`src/rtl/mux_ser_pkg.sv`:
```
// Shared definitions for the 8-bit mux-based serializer.
package mux_ser_pkg;

  localparam int unsigned DATA_W = 8;
  localparam int unsigned SEL_W  = 3;

  typedef enum logic {
    IDLE  = 1'b0,
    SHIFT = 1'b1
  } state_t;

  // Select index that starts a word for the given bit order.
  function automatic logic [SEL_W-1:0] first_sel(input logic msb_first);
    return msb_first ? '1 : '0;
  endfunction

  // Select index that ends a word for the given bit order.
  function automatic logic [SEL_W-1:0] last_sel(input logic msb_first);
    return msb_first ? '0 : '1;
  endfunction

  // One step along the word in the given bit order (3-bit wrap never reached).
  function automatic logic [SEL_W-1:0] step_sel(input logic [SEL_W-1:0] cur,
                                                input logic msb_first);
    return msb_first ? (cur - SEL_W'(1)) : (cur + SEL_W'(1));
  endfunction

endpackage

```
`src/rtl/mux_8x1.sv`:
```
// 8-to-1 single-bit multiplexer: Y = I[S].
module mux_8x1 (
  input  logic [7:0] I,
  input  logic [2:0] S,
  output logic       Y
);

  // Pick the selected bit of the input word.
  always_comb begin
    Y = 1'b0;
    case (S)
      3'd0: Y = I[0];
      3'd1: Y = I[1];
      3'd2: Y = I[2];
      3'd3: Y = I[3];
      3'd4: Y = I[4];
      3'd5: Y = I[5];
      3'd6: Y = I[6];
      3'd7: Y = I[7];
      default: Y = 1'b0;
    endcase
  end

endmodule

```
`src/rtl/mux_serializer_8.sv`:
```
// Parallel-to-serial converter: holds an accepted byte and walks a mux
// select across it, one bit per downstream handshake.
module mux_serializer_8
  import mux_ser_pkg::*;
#(
  parameter logic MSB_FIRST = 1'b0
) (
  input  logic       clk,
  input  logic       rst_n,
  input  logic       in_valid,
  input  logic [7:0] in_data,
  output logic       in_ready,
  input  logic       out_ready,
  output logic       ser_out,
  output logic       ser_valid,
  output logic       ser_last,
  output logic [2:0] sel,
  output logic [7:0] word
);

  localparam logic [SEL_W-1:0] FIRST_SEL = first_sel(MSB_FIRST);
  localparam logic [SEL_W-1:0] LAST_SEL  = last_sel(MSB_FIRST);

  state_t              state_q, state_d;
  logic [DATA_W-1:0]   word_q,  word_d;
  logic [SEL_W-1:0]    sel_q,   sel_d;
  logic                live_q,  live_d;
  logic                xfer;

  // in_ready stays low through reset and only opens on the first edge after
  // release, hence the separate live_q flag rather than decoding IDLE alone.
  always_comb begin
    ser_valid = (state_q == SHIFT);
    ser_last  = ser_valid && (sel_q == LAST_SEL);
    in_ready  = live_q && ((state_q == IDLE) || (ser_last && out_ready));
    xfer      = in_valid && in_ready;
  end

  // Next-state: load on transfer, advance on consumed bit, drop to IDLE after last.
  always_comb begin
    state_d = state_q;
    word_d  = word_q;
    sel_d   = sel_q;
    live_d  = 1'b1;
    if (xfer) begin
      word_d  = in_data;
      sel_d   = FIRST_SEL;
      state_d = SHIFT;
    end else if ((state_q == SHIFT) && out_ready) begin
      if (ser_last) begin
        state_d = IDLE;
      end else begin
        sel_d = step_sel(sel_q, MSB_FIRST);
      end
    end
  end

  // State registers with asynchronous active-low reset.
  always_ff @(posedge clk or negedge rst_n) begin
    if (!rst_n) begin
      state_q <= IDLE;
      word_q  <= '0;
      sel_q   <= '0;
      live_q  <= 1'b0;
    end else begin
      state_q <= state_d;
      word_q  <= word_d;
      sel_q   <= sel_d;
      live_q  <= live_d;
    end
  end

  mux_8x1 u_mux (
    .I (word_q),
    .S (sel_q),
    .Y (ser_out)
  );

  assign sel  = sel_q;
  assign word = word_q;

endmodule

```
`config.mk`:
```
export PLATFORM = sky130hd
export DESIGN_NAME = mux_serializer_8
export DESIGN_NICKNAME = d
export VERILOG_FILES = /design/src/rtl/mux_ser_pkg.sv /design/src/rtl/mux_8x1.sv /design/src/rtl/mux_serializer_8.sv
export SDC_FILE = /design/constraint.sdc
export NUM_CORES = 1
export LEC_CHECK = 0
export BUFFER_PORTS_ARGS = -buffer_cell sky130_fd_sc_hd__buf_2
export CORE_AREA = 2 2 43 45
export DETAILED_ROUTE_END_ITERATION = 6
export DIE_AREA = 0 0 45 47
export GPL_ROUTABILITY_DRIVEN = 1
export PLACE_DENSITY = 0.72
export RECOVER_POWER = 25
export SETUP_SLACK_MARGIN = 0.2
export SLEW_MARGIN = 0
export SYNTH_ARGS = -nofsm -noshare
export SYNTH_HDL_FRONTEND = slang
export SYNTH_SLANG_ARGS = --single-unit
export TNS_END_PERCENT = 100
```
`constraint.sdc`:
```
create_clock -name clk -period 3.2 [get_ports clk]
set_input_delay 0.48 -clock clk [delete_from_list [all_inputs] [get_ports clk]]
set_output_delay 0.48 -clock clk [all_outputs]
set_load 0.03 [all_outputs]
```
==> run metrics <==
status complete, no violations; Rows 15; largest net degree at the start of global routing 14; 1st-pass router iterations 3; DPL Wire Length around 1100 µm; initial antenna violation count 0; Post-Synthesis Cells between 50 and 60; Post-synth top cells 13 x dfrtp_1, 7 x mux2_4, 6 x ha_1; Post-CTS Setup Bufs 0; most common cell in the synthesized netlist dfrtp_1; power per cell area 1110 nW/µm²; final period utilization a little over two thirds; DP Worst Slack around 1200 ps; diode count 0; crit end category primary output; Detail Route Antenna Nets 0; Yosys Warn Count 0; Worst Setup Path Type reg2out; worst-skew pair later-pin latency 290 ps; die span in y 47 µm; CP startpoint kind register; crit path DAT 1740 ps; clock tree buffer depth 2; ys flop type dfrtp_1; # setup viols final 0; unrepaired setup endpoints after global routing no; Area growth, synth to finish 23.8%; Post-CTS Hold Fix Bufs 0; clock transition at the registers of the reported paths roughly 90 ps; gr ovfl total 0; Synthesized Nets 73; vias in the first global route 468; gp weighted congestion approximately 0.76; Static Leak around 0.00045 µW; critical path startpoint sel[1]$_DFFE_PN0P_; slew of the pin with the lowest slew margin 710 ps; Initial Util a little over two fifths; worst-path fanout max 5; FF+latch count, synth 13; Synth area leaders dfrtp_1 46%, mux2_4 15%, ha_1 11%; Max-Cap Viols 0; ys async rst share 100%; fmax 0.450 GHz; Core ar. 1650 µm²; Syn Area/Cell approximately 13 µm²; WL/cell roughly 14 µm; Final Slew Violations 0; Synth Cell Area ~700 µm²; global-route wire length before repair approximately 2100 µm; Hold Fails Final Rpt 0; Post-synth EDFFs 0; Final min period 2220 ps; initial DRC count 3; leading area contributor after synthesis dfrtp_1; Seq/Total Area, Yosys 46.4%; io pins 27; distinct cell type count after synthesis 24; cts repair resizes 0; DRC 0; Peak VDD IR 0.458 mV; final worst setup slack 978 ps; Hold Path Class in2async; Vias/cell 5.07; Chip Width between 40 and 50 µm; Worst Skew 8.86 ps; fin util approximately 53%; gr usage total 15.3%; clock sink count 13; layout cell share with drive strength beyond 1 slightly below 50%; CTS tree built; Yosys top cell area share 46.4%; routed wire length between 1000 and 1500 µm; Setup TNS Final 0 ps; vias approximately 510; CTS Root Buffer Type clkbuf_4; placed instance count 97; Critical Path RT between 2000 and 3000 ps; Max-slew headroom roughly 53%; # nets final around 100; Reg2Reg Launch Point sel[1]$_DFFE_PN0P_; I/O Buffers 26; die area about 2100 µm²; Inserted Clock Buffers 3; fin cells approximately 100; H-tree Lvls 1
-- metrics by stage --
stage / hold slack (ps) / area (µm²) / total power [µW]
after floorplan: 184 / 701 / 719
after global placement: 382 / 841 / 858
after CTS: 73.8 / 868 / 983
after detailed placement: 390 / 841 / 874
after global routing: 277 / 867 / 1030
final: 204 / 867 / 965
-- final timing paths --
path | cells past startpoint | to | slack [ps]
setup / recovery | 6 | ser_out | 980
hold / removal | 1 | word[5]$_DFFE_PN0P_ | 200
setup reg to reg | 5 | word[0]$_DFFE_PN0P_ | 1200
hold reg to reg | 2 | ser_valid$_DFFE_PN0P_ | 530
max in group asynchronous | 1 | sel[1]$_DFFE_PN0P_ | 2540
min in group clk | 2 | word[3]$_DFFE_PN0P_ | 420
-- power by group --
group          internal (µW)  switching [µW]
Clock                   46.5            59.7
Sequential               237            70.0
Combinational            224             328
-- worst max-delay path: stages, from the launching register on --
cell and delay [ps]:
dfrtp_1 430, ha_1 220, ha_1 240, nor3b_1 220
nand2_1 70, nand4_1 80, buf_2 190
-- layout by cell type (no fill, tap or decap), types with 2 or more instances in the layout --
cell      count
clkbuf_4      3
nand2_1       3
buf_2        25
nor2_1        2
inv_1         3
ha_1          6
dfrtp_1      13
mux2_4        7
mux2_2        3
a22oi_1       2
-- logic make-up after synthesis --
group / after synthesis / synth area share (%)
flip-flops: 13 / 46.4
XOR/XNOR: 1 / 1.25
AND/OR/NAND/NOR: 14 / 11.1
adder cells (fa/ha/maj): 6 / 10.7
other: 1 / 0.535
AO/OA/AOI/OAI: 5 / 5.53
buffers and inverters: 4 / 3.21
multiplexers: 11 / 21.2
-- layout make-up --
class,count,area (µm²)
Fill cell,168,785
Multi-Input combinational cell,38,353
Sequential cell,13,325
Timing Repair Buffer,26,129
Clock buffer,3,22.5
Tap cell,17,21.3
Inverter,3,11.3
Clock inverter,1,5.00
-- metal layers --
layer	track usage, %	vias to the layer above	part of all wire, %
met1	17.4	245	41
met2	24.0	18	50
li1	-	244	-
met3	3.46	5	5.2
met5	0	-	0
met4	14.1	0	3.6
-- flip-flops by register name (all words and copies together) (netlist names) --
signal	cells
word	8
sel	3
live_q	1
ser_valid	1
Power figures use the tool's default switching activity.
